`src/rtl/spi_pattern_fsm.sv`:
```
// spi_pattern_fsm
//   Shifts qualified serial bits from the SPI receiver into a PAT_W-bit window.
//   After each accepted bit it compares the window against a runtime pattern
//   and mask, then reports the status, the fill level and a match pulse.
//
//   Optional feature: define SPI_PATTERN_MATCH_CNT_EN to build the saturating
//   match counter. When the macro is undefined, o_Match_cnt is tied to 0.
//
// Ports
//   i_Clk        clock
//   i_Rst        asynchronous reset, active-low
//   i_Clr        synchronous clear of window, fill, state and counter
//   i_Data_en    one-cycle qualifier for i_Data
//   i_Data       serial data bit
//   i_Pattern    expected pattern, MSB = oldest bit
//   i_Mask       1 = compare this bit, 0 = don't care
//   i_Mode       0 = overlapping, 1 = non-overlapping
//   o_State      0 IDLE, 1 FILL, 2 ARMED, 3 HIT
//   o_State_en   pulse: a bit was accepted
//   o_Fill       number of valid bits in the window, saturating at PAT_W
//   o_Window     shift register contents
//   o_Match      pulse coincident with o_State_en of the matching bit
//   o_Match_cnt  saturating match count
//
// State | meaning
// IDLE  | nothing accepted since reset/clear
// FILL  | window not yet full (or refilling after a non-overlapping hit)
// ARMED | window full, last accepted bit did not match
// HIT   | last accepted bit completed a match
module spi_pattern_fsm #(
  parameter int PAT_W = 8,
  parameter int CNT_W = 16
) (
  input  logic                       i_Clk,
  input  logic                       i_Rst,
  input  logic                       i_Clr,
  input  logic                       i_Data_en,
  input  logic                       i_Data,
  input  logic [PAT_W-1:0]           i_Pattern,
  input  logic [PAT_W-1:0]           i_Mask,
  input  logic                       i_Mode,
  output logic [1:0]                 o_State,
  output logic                       o_State_en,
  output logic [$clog2(PAT_W+1)-1:0] o_Fill,
  output logic [PAT_W-1:0]           o_Window,
  output logic                       o_Match,
  output logic [CNT_W-1:0]           o_Match_cnt
);

  localparam int FW = $clog2(PAT_W+1);
  localparam logic [FW-1:0] FULL = FW'(PAT_W);

  typedef enum logic [1:0] {
    IDLE  = 2'd0,
    FILL  = 2'd1,
    ARMED = 2'd2,
    HIT   = 2'd3
  } state_t;

  state_t            state_q, state_d;
  logic [FW-1:0]     fill_q, fill_d;
  logic [PAT_W-1:0]  win_q, win_d;
  logic              state_en_q, state_en_d;
  logic              match_q, match_d;

  logic [PAT_W-1:0]  win_nx;
  logic [FW-1:0]     fill_nx;
  logic              hit_nx;

  always_comb begin
    win_nx  = {win_q[PAT_W-2:0], i_Data};
    fill_nx = (fill_q == FULL) ? FULL : fill_q + FW'(1);
    hit_nx  = (fill_nx == FULL) && (((win_nx ^ i_Pattern) & i_Mask) == '0);

    state_d    = state_q;
    fill_d     = fill_q;
    win_d      = win_q;
    state_en_d = 1'b0;
    match_d    = 1'b0;

    if (i_Clr) begin
      // Clear beats a simultaneous data strobe; the bit is dropped.
      state_d = IDLE;
      fill_d  = '0;
      win_d   = '0;
    end else if (i_Data_en) begin
      win_d      = win_nx;
      // A non-overlapping hit forces a full refill before the next match.
      fill_d     = (hit_nx && i_Mode) ? '0 : fill_nx;
      state_en_d = 1'b1;
      match_d    = hit_nx;
      case (state_q)
        IDLE:    state_d = FILL;
        FILL:    state_d = (fill_nx != FULL) ? FILL : (hit_nx ? HIT : ARMED);
        ARMED:   state_d = hit_nx ? HIT : ARMED;
        HIT:     state_d = i_Mode ? FILL : (hit_nx ? HIT : ARMED);
        default: state_d = IDLE;
      endcase
    end
  end

  always_ff @(posedge i_Clk or negedge i_Rst) begin
    if (!i_Rst) begin
      state_q    <= IDLE;
      fill_q     <= '0;
      win_q      <= '0;
      state_en_q <= 1'b0;
      match_q    <= 1'b0;
    end else begin
      state_q    <= state_d;
      fill_q     <= fill_d;
      win_q      <= win_d;
      state_en_q <= state_en_d;
      match_q    <= match_d;
    end
  end

  assign o_State    = state_q;
  assign o_State_en = state_en_q;
  assign o_Fill     = fill_q;
  assign o_Window   = win_q;
  assign o_Match    = match_q;

`ifdef SPI_PATTERN_MATCH_CNT_EN
  logic [CNT_W-1:0] cnt_q, cnt_d;

  always_comb begin
    cnt_d = cnt_q;
    if (i_Clr)
      cnt_d = '0;
    else if (i_Data_en && hit_nx && !(&cnt_q))
      cnt_d = cnt_q + CNT_W'(1);
  end

  always_ff @(posedge i_Clk or negedge i_Rst) begin
    if (!i_Rst) cnt_q <= '0;
    else        cnt_q <= cnt_d;
  end

  assign o_Match_cnt = cnt_q;
`else
  assign o_Match_cnt = '0;
`endif

endmodule

```
`config.mk`:
```
export PLATFORM = sky130hd
export DESIGN_NAME = spi_pattern_fsm
export DESIGN_NICKNAME = d
export VERILOG_FILES = /design/src/rtl/spi_pattern_fsm.sv
export SDC_FILE = /design/constraint.sdc
export NUM_CORES = 1
export LEC_CHECK = 0
export CELL_PAD_IN_SITES_DETAIL_PLACEMENT = 0
export CELL_PAD_IN_SITES_GLOBAL_PLACEMENT = 1
export CORE_UTILIZATION = 26
export CTS_BUF_LIST = sky130_fd_sc_hd__clkbuf_2 sky130_fd_sc_hd__clkbuf_4 sky130_fd_sc_hd__clkbuf_8
export DETAILED_ROUTE_END_ITERATION = 8
export GPL_ROUTABILITY_DRIVEN = 0
export GPL_TIMING_DRIVEN = 0
export PLACE_DENSITY_LB_ADDON = 0.1
export SETUP_SLACK_MARGIN = 0.3
export SLEW_MARGIN = 20
export SYNTH_ARGS = -nofsm -noshare
export SYNTH_HDL_FRONTEND = slang
export SYNTH_SLANG_ARGS = --single-unit
```
`constraint.sdc`:
```
create_clock -name i_Clk -period 1.77 [get_ports i_Clk]
set_input_delay 0.354 -clock i_Clk [delete_from_list [all_inputs] [get_ports i_Clk]]
set_output_delay 0.354 -clock i_Clk [all_outputs]
set_load 0.1 [all_outputs]
```
==> results of run 1 <==
[layout make-up]
| class | count | area share |
|---|---|---|
| multi-input cells | 81 | 0.363 |
| well taps | 48 | 0.0363 |
| clock buffers | 4 | 0.0333 |
| plain buffers | 19 | 0.0825 |
| inverters | 3 | 0.00681 |
| repair buffers | 41 | 0.224 |
| flip-flops and latches | 16 | 0.254 |
[worst reg2reg max path, cell delays in order, from the launching register on]
cell       delay (ns)
dfrtp_4          0.52
ha_4             0.18
nand2b_4         0.13
a21o_4           0.22
a2111oi_4        0.30
o21ai_2          0.09
o21a_1           0.17
[worst max-delay path by stage]
stage                     startpoint                     end  slack [ns]  cells after the start
5_1_grt        o_Fill[0]$_DFFE_PN0P_  o_State[0]$_DFFE_PN0P_     -0.0006                      6
6_report       o_Fill[0]$_DFFE_PN0P_  o_State[0]$_DFFE_PN0P_        0.06                      6
2_1_floorplan  o_Fill[0]$_DFFE_PN0P_  o_State[0]$_DFFE_PN0P_       -0.07                      6
3_5_place_dp            i_Pattern[7]   o_Fill[3]$_DFFE_PN0P_       -0.28                      6
4_1_cts        o_Fill[0]$_DFFE_PN0P_  o_State[0]$_DFFE_PN0P_        0.04                      6
3_3_place_gp            i_Pattern[7]   o_Fill[3]$_DFFE_PN0P_       -0.32                      6
[report_power, final]
group	switching (mW)	total (mW)	internal, mW
Sequential	0.0151	0.394	0.379
Clock	0.124	0.321	0.197
Combinational	0.296	0.421	0.124
Total	0.435	1.14	0.700
[cell usage after synthesis]
library cell,count
xor2_1,9
clkbuf_1,1
nand2b_1,1
conb_1,1
nor2_1,16
ha_1,2
a211oi_1,1
buf_4,17
o21ai_1,1
nand3_1,1
nor3b_1,1
nand3_2,1
or2b_1,1
o21a_1,1
mux2i_1,10
a22oi_1,4
a21oi_1,3
and2_1,1
inv_1,3
buf_2,1
a21boi_0,2
dfrtp_1,16
a21o_1,1
nand2_1,4
o21ai_0,1
a2111oi_4,1
nand4_1,2
a2111oi_2,1
[flip-flops by register name (all words and copies together), names as in the netlist]
signal and flops:
o_State 2, o_Match 1, o_State_en 1, o_Fill 4, o_Window 8
[per-layer routing]
layer	share of wire	global-route usage	vias up
li1	-	-	435
met1	0.43	0.153	398
met2	0.51	0.187	30
met3	0.042	0.0264	4
met4	0.017	0.0500	0
met5	0	0	-
[placed cells by master (no fill, tap or decap), types with 2 or more instances in the layout]
master            n
clkdlybuf4s50_1  11
conb_1           16
dfrtp_1           4
nand2_1           3
dfrtp_2          10
dlymetal6s2s_1    9
mux2i_1          10
buf_2            10
inv_2             2
nor2_1           16
buf_4            25
ha_4              2
a2111oi_4         2
a22oi_1           4
dfrtp_4           2
xor2_1            8
nand4_1           2
a21boi_0          2
clkbuf_8          4
a21oi_1           3
clkbuf_4          3
[per-stage QoR]
step / hold WS [ns] / cell area (sq um) / cells / utilization
after floorplan: 0.0584 / 1120 / 119 / -
after global placement: 0.514 / 1540 / 203 / 0.415
after detailed placement: 0.538 / 1540 / 203 / 0.415
after CTS: 0.458 / 1600 / 211 / 0.430
after global routing: 0.424 / 1650 / 212 / 0.445
final: 0.416 / 1650 / 212 / 0.445
[kinds of logic after synthesis]
| logic type | after synthesis | synth area share |
|---|---|---|
| fa+ha+maj | 2 | 0.0245 |
| buf+inv | 22 | 0.145 |
| xor+xnor | 9 | 0.0772 |
| mux | 10 | 0.0980 |
| flops | 16 | 0.392 |
| other cells | 1 | 0.00367 |
| compound gates | 16 | 0.132 |
| simple gates | 28 | 0.127 |
[timing repair]
item | 4_1_cts | 5_1_grt
gates resized for setup | 86 | 21
pin swaps | 5 | 13
hold endpoints to repair | 0 | 0
setup endpoints to repair | 20 | 9
setup buffers | 4 | 1
==> flow_summary.yaml, run 1 <==
die:
  coreArea_sq_um: 3720
  die_area_sq_um: 4180
  ioPinCount: 54
  chipWidth_um: 64.7
  die_h_um: 64.7
  rows: 22
  start_util: 0.275
synthesis:
  ys_seq_area_frac: 0.392
  synth.distinct_cells: 28
  synthCells: 104
  synth_top_area_share: 0.392
  synth_seq_cells: 16
  netlist_area_sq_um: 1020
  yosysWarnings: 0
  syn_avg_cell_area_sq_um: 9.82
  netlist_top_cells_area: "dfrtp_1, buf_4, mux2i_1"
  synth_top_cell_by_area: "dfrtp_1"
outcome:
  status: "finished, final reports clean"
worst_setup_path:
  reg2reg_to: "o_State[0]$_DFFE_PN0P_"
  cp_top_family: "compound AO/OA/AOI/OAI gates"
  crit_path_cell_trace: "ha_4 -> nand2b_4 -> a21o_4 -> a2111oi_4 -> o21ai_2 -> o21a_1"
  cp_slowest_cell: "dfrtp_4"
  worstSetupEndpointType: "flop"
  cp_num_buf_inv: 0
  cp_data_required_time_ns: 1.91
  cp_slowest_stage_delay_ns: 0.52
  crit_path_start_kind: "flop"
  reg2reg_setup_slack_ns: 0.06
  rr_startpoint: "o_Fill[0]$_DFFE_PN0P_"
  cp_max_fo: 6
  path_class: "reg -> reg"
  cp.arrival_ns: 1.85
  ff2ff_path_depth: 6
grt:
  grt_pass1_vias: 785
  grt_max_degree: 17
  grt_antenna_before_repair: 0
  track_usage: 0.118
  grt_pass1_wl_mm: 3.74
  overflow: 0
finish:
  seq_area_sq_um: 420
  drive_gt1_frac: 0.415
  multi_input_area_sq_um: 601
  insertedDiodeCount: 0
  fill_cells: 364
  fin_nets: 189
  syn_to_final_growth_pct: 62.0
drt:
  drtIter0Drc: 32
  drt_first_pass_iters: 4
  routed_via_density: 4.09
  drtAntennaViolNets: 0
  remaining_drc_errors: 0
  wirelength_mm: 2.30
  vias: 867
  drt-wirelength-per-cell_um: 10.8
sta:
  max-slew-margin-rel: 0.520
  drv_slew: 0
  finalSetupViolations: 0
  worstMarginPinSlew_ns: 0.718
  final_hold_viol_count: 0
  max_clock_freq_mhz: 585
  period_minus_slack_ns: 1.71
  rsz0062_at_grt: "yes"
  worst_slack_ns: 0.0618
  finClkSkew_ns: 0.00142
  tns_ns: 0
  fin_crit_sh: 0.965
min_path:
  holdPathEnd: "o_State[1]$_DFFE_PN0P_"
  hold_class: "in -> reg"
  worstHoldPathCells: 3
  worstHoldStart: "i_Data_en"
clock_tree:
  numCtsBuffers: 3
  cts.sinks: 16
  cts-hold-fix-buffers: 0
  cts-root-buf: "clkbuf_8"
  clk_pin_slew_worst_paths_ns: 0.06
  cts_tree: "done"
  htreeDepth: 1
  clockBufferDepth: 2
  clk_latency_ns: 0.25
pwr:
  vdd_drop_max_mv: 0.316
  power_density_nw_per_um2: 687
  p_total_mw: 1.14
  p_leak_nw: 0.857
placed_design:
  pre_cts_ws_ns: -0.284
  portBuffers: 36
  hpwl_mm: 1.80
flow_run:
  cap_violations: 0
Power figures use the tool's default switching activity.
==> run 2: changes to the inputs <==
--- a/config.mk
+++ b/config.mk
@@ -14,6 +14,7 @@
 export GPL_TIMING_DRIVEN = 0
 export PLACE_DENSITY_LB_ADDON = 0.1
 export SETUP_SLACK_MARGIN = 0.3
+export SKIP_LAST_GASP = 1
 export SLEW_MARGIN = 20
 export SYNTH_ARGS = -nofsm -noshare
 export SYNTH_HDL_FRONTEND = slang
==> results of run 2 <==
Same layout as run 1: the final DEF is identical, and so are final timing and power.
